`src/rtl/digit_scan_seq.sv`:
```
// Multiplexed display digit scanner: walks sel through 0..NDIG-1, DWELL cycles per digit.
// Optional macro SCAN_BLANK_EN adds BLANK dead-time cycles between digits (sel_valid low).
module digit_scan_seq #(
  parameter int DWELL = 1000,
  parameter int NDIG  = 4,
  parameter int BLANK = 2
) (
  input  logic       clk,
  input  logic       rst_n,
  input  logic       en,
  output logic [1:0] sel,
  output logic       sel_valid,
  output logic       frame_done,
  output logic       busy
);

`ifdef SCAN_BLANK_EN
  typedef enum logic [1:0] {
    ST_IDLE  = 2'd0,
    ST_SHOW  = 2'd1,
    ST_BLANK = 2'd2
  } state_t;

  localparam logic [7:0] BLANK_M1 = 8'(BLANK - 1);
  logic [7:0] bcnt;
`else
  typedef enum logic [1:0] {
    ST_IDLE = 2'd0,
    ST_SHOW = 2'd1
  } state_t;

  logic unused_blank_cfg;
  assign unused_blank_cfg = ^8'(BLANK);
`endif

  localparam logic [15:0] DWELL_M1 = 16'(DWELL - 1);
  localparam logic [1:0]  LAST_DIG = 2'(NDIG - 1);

  state_t      state;
  logic [15:0] cnt;
  logic        last_dig;
  logic [1:0]  next_sel;

  assign last_dig = (sel == LAST_DIG);
  assign next_sel = last_dig ? 2'd0 : (sel + 2'd1);

  // Scan sequencer: state, dwell/blank counters and all registered outputs.
  always_ff @(posedge clk or negedge rst_n) begin
    if (!rst_n) begin
      state      <= ST_IDLE;
      cnt        <= 16'd0;
      sel        <= 2'd0;
      sel_valid  <= 1'b0;
      frame_done <= 1'b0;
      busy       <= 1'b0;
`ifdef SCAN_BLANK_EN
      bcnt       <= 8'd0;
`endif
    end else begin
      frame_done <= 1'b0;
      case (state)
        ST_IDLE: begin
          if (en) begin
            state     <= ST_SHOW;
            cnt       <= 16'd0;
            sel       <= 2'd0;
            sel_valid <= 1'b1;
            busy      <= 1'b1;
          end
        end
        ST_SHOW: begin
          if (cnt == DWELL_M1) begin
            cnt <= 16'd0;
            // en only matters at the frame boundary; mid-frame it is ignored
            if (last_dig && !en) begin
              frame_done <= 1'b1;
              state      <= ST_IDLE;
              sel        <= 2'd0;
              sel_valid  <= 1'b0;
              busy       <= 1'b0;
            end else begin
              frame_done <= last_dig;
`ifdef SCAN_BLANK_EN
              state      <= ST_BLANK;
              sel_valid  <= 1'b0;
              bcnt       <= 8'd0;
`else
              sel        <= next_sel;
`endif
            end
          end else begin
            cnt <= cnt + 16'd1;
          end
        end
`ifdef SCAN_BLANK_EN
        ST_BLANK: begin
          if (bcnt == BLANK_M1) begin
            bcnt      <= 8'd0;
            state     <= ST_SHOW;
            sel       <= next_sel;
            sel_valid <= 1'b1;
          end else begin
            bcnt <= bcnt + 8'd1;
          end
        end
`endif
        default: begin
          state     <= ST_IDLE;
          cnt       <= 16'd0;
          sel       <= 2'd0;
          sel_valid <= 1'b0;
          busy      <= 1'b0;
        end
      endcase
    end
  end

endmodule
```
`config.mk`:
```
export PLATFORM = sky130hd
export DESIGN_NAME = digit_scan_seq
export DESIGN_NICKNAME = d
export VERILOG_FILES = /design/src/rtl/digit_scan_seq.sv
export SDC_FILE = /design/constraint.sdc
export NUM_CORES = 1
export LEC_CHECK = 0
export CORE_MARGIN = 5
export CORE_UTILIZATION = 30
export CTS_CLUSTER_DIAMETER = 100
export DETAILED_ROUTE_END_ITERATION = 7
export SYNTH_ARGS = -nofsm -noshare
export SYNTH_HDL_FRONTEND = slang
export SYNTH_SLANG_ARGS = --single-unit
```
`constraint.sdc`:
```
create_clock -name clk -period 2.4 [get_ports clk]
set_clock_uncertainty 0.1 [all_clocks]
set_input_delay 0.48 -clock clk [delete_from_list [all_inputs] [get_ports clk]]
set_output_delay 0.48 -clock clk [all_outputs]
set_load 0.005 [all_outputs]
```
==> results of run 1 <==
-- cell usage after synthesis (3+ instances only) --
cell,number,area share
dfrtp_1,20,0.46
nand2_1,13,0.044
nand3_1,9,0.041
o21ai_1,9,0.041
nor2_1,7,0.024
a31oi_1,6,0.034
inv_1,5,0.017
o211ai_1,5,0.034
a21oi_1,4,0.018
nand4_1,4,0.023
and3_1,3,0.017
nor3_1,3,0.014
or2_2,3,0.017
or4_1,3,0.021
-- cell type report --
class / instances / area (sq um)
well taps: 48 / 60.06
flip-flops and latches: 20 / 500.5
clock buffers: 3 / 41.29
inverters: 5 / 18.77
repair buffers: 14 / 122.6
fillers: 375 / 2317
multi-input cells: 89 / 545.5
-- power breakdown --
part	total [uW]	internal [uW]	switching (uW)
Combinational	11.5	4.22	7.30
Clock	220	112	108
Sequential	337	337	0
Total	568	453	115
-- registers in the layout, summed over array words and instances, names as in the netlist --
register and count:
cnt 16, frame_done 1, sel 2, state 1
-- per-stage QoR --
step	power, uW	cells	hold WS [ns]	area (sq um)
finish	568.1	179	0.4195	1289
global route	590.2	179	0.4334	1289
CTS	575.3	179	0.4134	1289
detailed placement	355.8	176	0.4050	1247
global placement	355.4	176	0.3943	1247
floorplan	343.7	119	0.08441	1097
-- critical path, cell delays in order (launching register included) --
cell,delay [ns]
dfrtp_1,0.46
or4_4,0.58
o41a_1,0.44
buf_4,0.19
a31oi_1,0.21
a31oi_1,0.06
-- path summary, 6_finish.rpt --
path	slack [ns]	cells past startpoint	startpoint	to
min	0.42	1	cnt[0]$_DFFE_PN0P_	cnt[0]$_DFFE_PN0P_
max in group asynchronous	1.53	2	rst_n	cnt[13]$_DFFE_PN0P_
min reg2reg	0.42	1	cnt[0]$_DFFE_PN0P_	cnt[0]$_DFFE_PN0P_
min in group asynchronous	0.46	2	rst_n	cnt[0]$_DFFE_PN0P_
max	0.23	5	cnt[4]$_DFFE_PN0P_	cnt[10]$_DFFE_PN0P_
max reg2reg	0.23	5	cnt[4]$_DFFE_PN0P_	cnt[10]$_DFFE_PN0P_
-- logic make-up after synthesis --
logic type,Yosys count
flip-flops,20
AND/OR/NAND/NOR,50
buffers and inverters,10
XOR/XNOR,1
adder cells (fa/ha/maj),2
AO/OA/AOI/OAI,36
-- layout by cell type, fill, tap and decap left out, drive strengths merged, types with 3 or more instances in the layout --
cell	synthesis	routed
dfrtp	20	20
nand2	13	13
nand3	9	9
o21ai	9	9
nor2	7	7
clkdlybuf4s50	0	7
buf	4	7
a31oi	6	6
inv	5	5
o211ai	5	5
nand4	4	4
a21oi	4	4
or4	4	4
or2	4	4
and3	3	3
nor3	3	3
clkbuf	1	3
-- layer usage --
metal | up-vias | global-route usage
met3 | 6 | 0.02014
met1 | 471 | 0.1439
met5 | - | 0
met4 | 0 | 0.06596
met2 | 33 | 0.1746
li1 | 479 | -
==> flow_summary.json, run 1 <==
{
  "design.core.area_sq_mm": 0.003606,
  "post-cts-setup-buffers": 0,
  "grt_pass1_vias": 1013,
  "postSynthNetCount": 124,
  "wl_met3_um": 130,
  "ys_seq_area_frac": 0.4561,
  "synth-xor-area-share": 0.007982,
  "worst_slack_ns": 0.2305,
  "routed_wl_um": 2554,
  "synth.avg_cell_area_sq_um": 9.221,
  "tns_ns": 0,
  "endpoint_kind": "flop",
  "async_reset_ff_frac": 1.000,
  "cts_tree": "yes",
  "status": "finished clean",
  "clkLatencyLatePin_ns": 0.26,
  "synth_compound_area_frac": 0.2326,
  "antenna_found_initial": 0,
  "port_buffers": 7,
  "vdd_ir_drop_max_mv": 0.3642,
  "finalSetupViolations": 0,
  "synth-edff-count": 0,
  "synthMuxAreaShare": 0,
  "clockBufferDepth": 2,
  "netlist_area_sq_mm": 0.001097,
  "synthCells": 119,
  "clk_pin_slew_ns": 0.07,
  "ant_nets": 0,
  "wl_per_cell_um": 14.27,
  "cp-start-kind": "flop",
  "slew_headroom": 0.7571,
  "nets": 138,
  "die_area_sq_mm": 0.004967,
  "hpwl_um": 1847,
  "die_w_um": 70.48,
  "drc": 0,
  "p_leak_uw": 0.0005146,
  "wl_met1_um": 1165,
  "synth_top_family_by_area": "simple AND/OR/NAND/NOR gates",
  "rows": 22,
  "top_layer_used": "met4",
  "hold_buffers": 0,
  "grt_pass1_wl_um": 4498,
  "dp_slack_ns": 0.2558,
  "fmax_mhz": 460.9,
  "ys_types": 35,
  "synth_warnings": 0,
  "clock-sinks": 20,
  "first_iter_violations": 32,
  "met2_length_um": 1187,
  "hold_path_class": "reg -> reg",
  "final_util": 0.3574,
  "numCtsBuffers": 3,
  "drv_cap": 0,
  "synthSimpleGateAreaFrac": 0.2338,
  "p_per_area_mw_per_mm2": 440.8,
  "min_period_ns": 2.170,
  "antenna_cells": 0,
  "grt_max_degree": 21,
  "cp.arrival_ns": 2.21,
  "vias": 989,
  "place_congestion": 0.8317,
  "fin_crit_sh": 0.9040,
  "cts-htree-levels": 1,
  "yosys_register_bits": 20,
  "vias_per_cell": 5.525,
  "io_pins": 8,
  "crit_type": "reg -> reg",
  "cts_root_buf": "clkbuf_8",
  "synth_top_flop_cell": "dfrtp_1",
  "grt-ovfl-total": 0,
  "ctsResizeCount": 0,
  "worstMarginPinSlew_ns": 0.3630,
  "synthAdderAreaFrac": 0.02281,
  "cp_max_fo": 15,
  "worst_ep_required_time_ns": 2.44,
  "die_h_um": 70.48,
  "firstDrtPassIters": 4,
  "drive_gt1_frac": 0.1221,
  "rsz0062_at_grt": "no",
  "slew_violations": 0,
  "floorplan.initialDensity": 0.3043,
  "track_usage": 0.1122,
  "syn_to_final_growth_pct": 17.45,
  "hold_viol": 0
}
Power figures use the tool's default switching activity.
==> inputs of run 2 (changes only) <==
--- a/config.mk
+++ b/config.mk
@@ -5,10 +5,13 @@
 export SDC_FILE = /design/constraint.sdc
 export NUM_CORES = 1
 export LEC_CHECK = 0
+export CELL_PAD_IN_SITES_DETAIL_PLACEMENT = 0
+export CELL_PAD_IN_SITES_GLOBAL_PLACEMENT = 1
 export CORE_MARGIN = 5
 export CORE_UTILIZATION = 30
 export CTS_CLUSTER_DIAMETER = 100
 export DETAILED_ROUTE_END_ITERATION = 7
+export PLACE_DENSITY_LB_ADDON = 0.1
 export SYNTH_ARGS = -nofsm -noshare
 export SYNTH_HDL_FRONTEND = slang
 export SYNTH_SLANG_ARGS = --single-unit
==> flow_summary.json, run 2 (synthesis results as in run 1) <==
{
  "status": "finished clean",
  "vdd_ir_drop_max_mv": 0.1647,
  "rows": 22,
  "firstDrtPassIters": 7,
  "reg2regPathDepth": 5,
  "tns_ns": 0,
  "cts-htree-levels": 1,
  "crit_type": "reg -> reg",
  "clk_pin_slew_ns": 0.09,
  "drive_gt1_frac": 0.1288,
  "largest_register_ffs": 16,
  "finalSetupViolations": 0,
  "wl_per_cell_um": 15.42,
  "numCtsBuffers": 3,
  "port_buffers": 7,
  "grt_max_degree": 21,
  "clockBufferDepth": 2,
  "hpwl_um": 2024,
  "fmax_mhz": 461.8,
  "hold_viol": 0,
  "final_cell_mix": "dfrtp_1 (20), nand2_1 (13), nand3_1 (9), o21ai_1 (9)",
  "track_usage": 0.1161,
  "slew_violations": 0,
  "io_pins": 8,
  "fillCellCount": 368,
  "design.core.area_sq_mm": 0.003606,
  "slew_headroom": 0.7652,
  "grt_pass1_vias": 946,
  "nets": 138,
  "worst_ep_required_time_ns": 2.44,
  "die_area_sq_mm": 0.004967,
  "rsz0062_at_grt": "no",
  "post-cts-setup-buffers": 0,
  "regMostFlops": "cnt",
  "ctsResizeCount": 0,
  "die_w_um": 70.48,
  "cp.arrival_ns": 2.21,
  "antenna_cells": 0,
  "first_iter_violations": 66,
  "floorplan.initialDensity": 0.3043,
  "clock-sinks": 20,
  "whs_ns": 0.4115,
  "p_per_area_mw_per_mm2": 533.0,
  "min_period_ns": 2.165,
  "cp-start-kind": "flop",
  "die_h_um": 70.48,
  "worstMarginPinSlew_ns": 0.3490,
  "largestRegisters": "cnt (16), sel (2)",
  "final_common_cell": "dfrtp_1",
  "hold_path_class": "reg -> reg",
  "grt-ovfl-total": 0,
  "p_leak_uw": 0.0005287,
  "hold_buffers": 0,
  "worst_slack_ns": 0.2347,
  "drv_cap": 0,
  "cp_max_fo": 11,
  "syn_to_final_growth_pct": 20.18,
  "antenna_found_initial": 0,
  "cts_tree": "yes",
  "endpoint_kind": "flop",
  "fin_crit_sh": 0.9022,
  "dp_slack_ns": 0.2549,
  "vias": 968,
  "vias_per_cell": 5.378,
  "clkLatencyLatePin_ns": 0.27,
  "drc": 0,
  "ant_nets": 0,
  "cts_root_buf": "clkbuf_8",
  "routed_wl_um": 2776,
  "place_congestion": 0.7512,
  "grt_pass1_wl_um": 4595,
  "hold-path-cell-count": 1
}
==> run 2: cell types whose count changed in the layout (fill, tap and decap cells not counted), sizes merged <==
cell    delta
bufinv     +1
==> run 2: cell type report <==
class                   instances  area [sq um]  area share
inverters                       5         18.77     0.01423
flip-flops and latches         20         500.5      0.3795
well taps                      48         60.06     0.04554
repair buffers                 14         122.6     0.09298
clock inverters                 1         30.03     0.02277
multi-input cells              89         545.5      0.4137
clock buffers                   3         41.29     0.03131
==> run 2: metrics by stage <==
stage,power (uW),instance area [sq um],std cells,util
6_report,702.9,1319,180,0.3657
5_1_grt,715.2,1319,180,0.3657
4_1_cts,704.4,1319,180,0.3657
3_5_place_dp,356.0,1247,176,0.3459
3_3_place_gp,355.9,1247,176,0.3459
2_1_floorplan,343.7,1097,119,-
==> run 2: worst max-delay path: stages (launching register included) <==
cell and delay [ns]:
dfrtp_1 0.43, or4_1 0.61, o41a_1 0.45, buf_4 0.18, a41oi_1 0.21, a31oi_1 0.06
==> run 2: metal layers <==
metal,up-vias,share of wire,track usage,routed length (um)
li1,474,-,-,-
met5,-,0,0,0
met3,4,0.024,0.02014,67
met4,0,0.014,0.04681,38
met1,476,0.48,0.1454,1340
met2,14,0.48,0.1954,1329
==> run 2: where the power goes <==
part	switching [uW]	total (uW)	internal (uW)	leakage, uW
combinational	7.81	12.0	4.22	0.000281
sequential	0	337	337	0.000212
clock	131	354	223	0.0000357
total	139	703	564	0.000529
==> run 2: worst paths after layout <==
| kind | start | end | slack, ns |
|---|---|---|---|
| max | cnt[13]$_DFFE_PN0P_ | cnt[6]$_DFFE_PN0P_ | 0.23 |
| min | cnt[0]$_DFFE_PN0P_ | cnt[0]$_DFFE_PN0P_ | 0.41 |
| max reg2reg | cnt[13]$_DFFE_PN0P_ | cnt[6]$_DFFE_PN0P_ | 0.23 |
| min in group asynchronous | rst_n | cnt[2]$_DFFE_PN0P_ | 0.46 |
| max in group asynchronous | rst_n | cnt[15]$_DFFE_PN0P_ | 1.52 |
| min reg2reg | cnt[0]$_DFFE_PN0P_ | cnt[0]$_DFFE_PN0P_ | 0.41 |
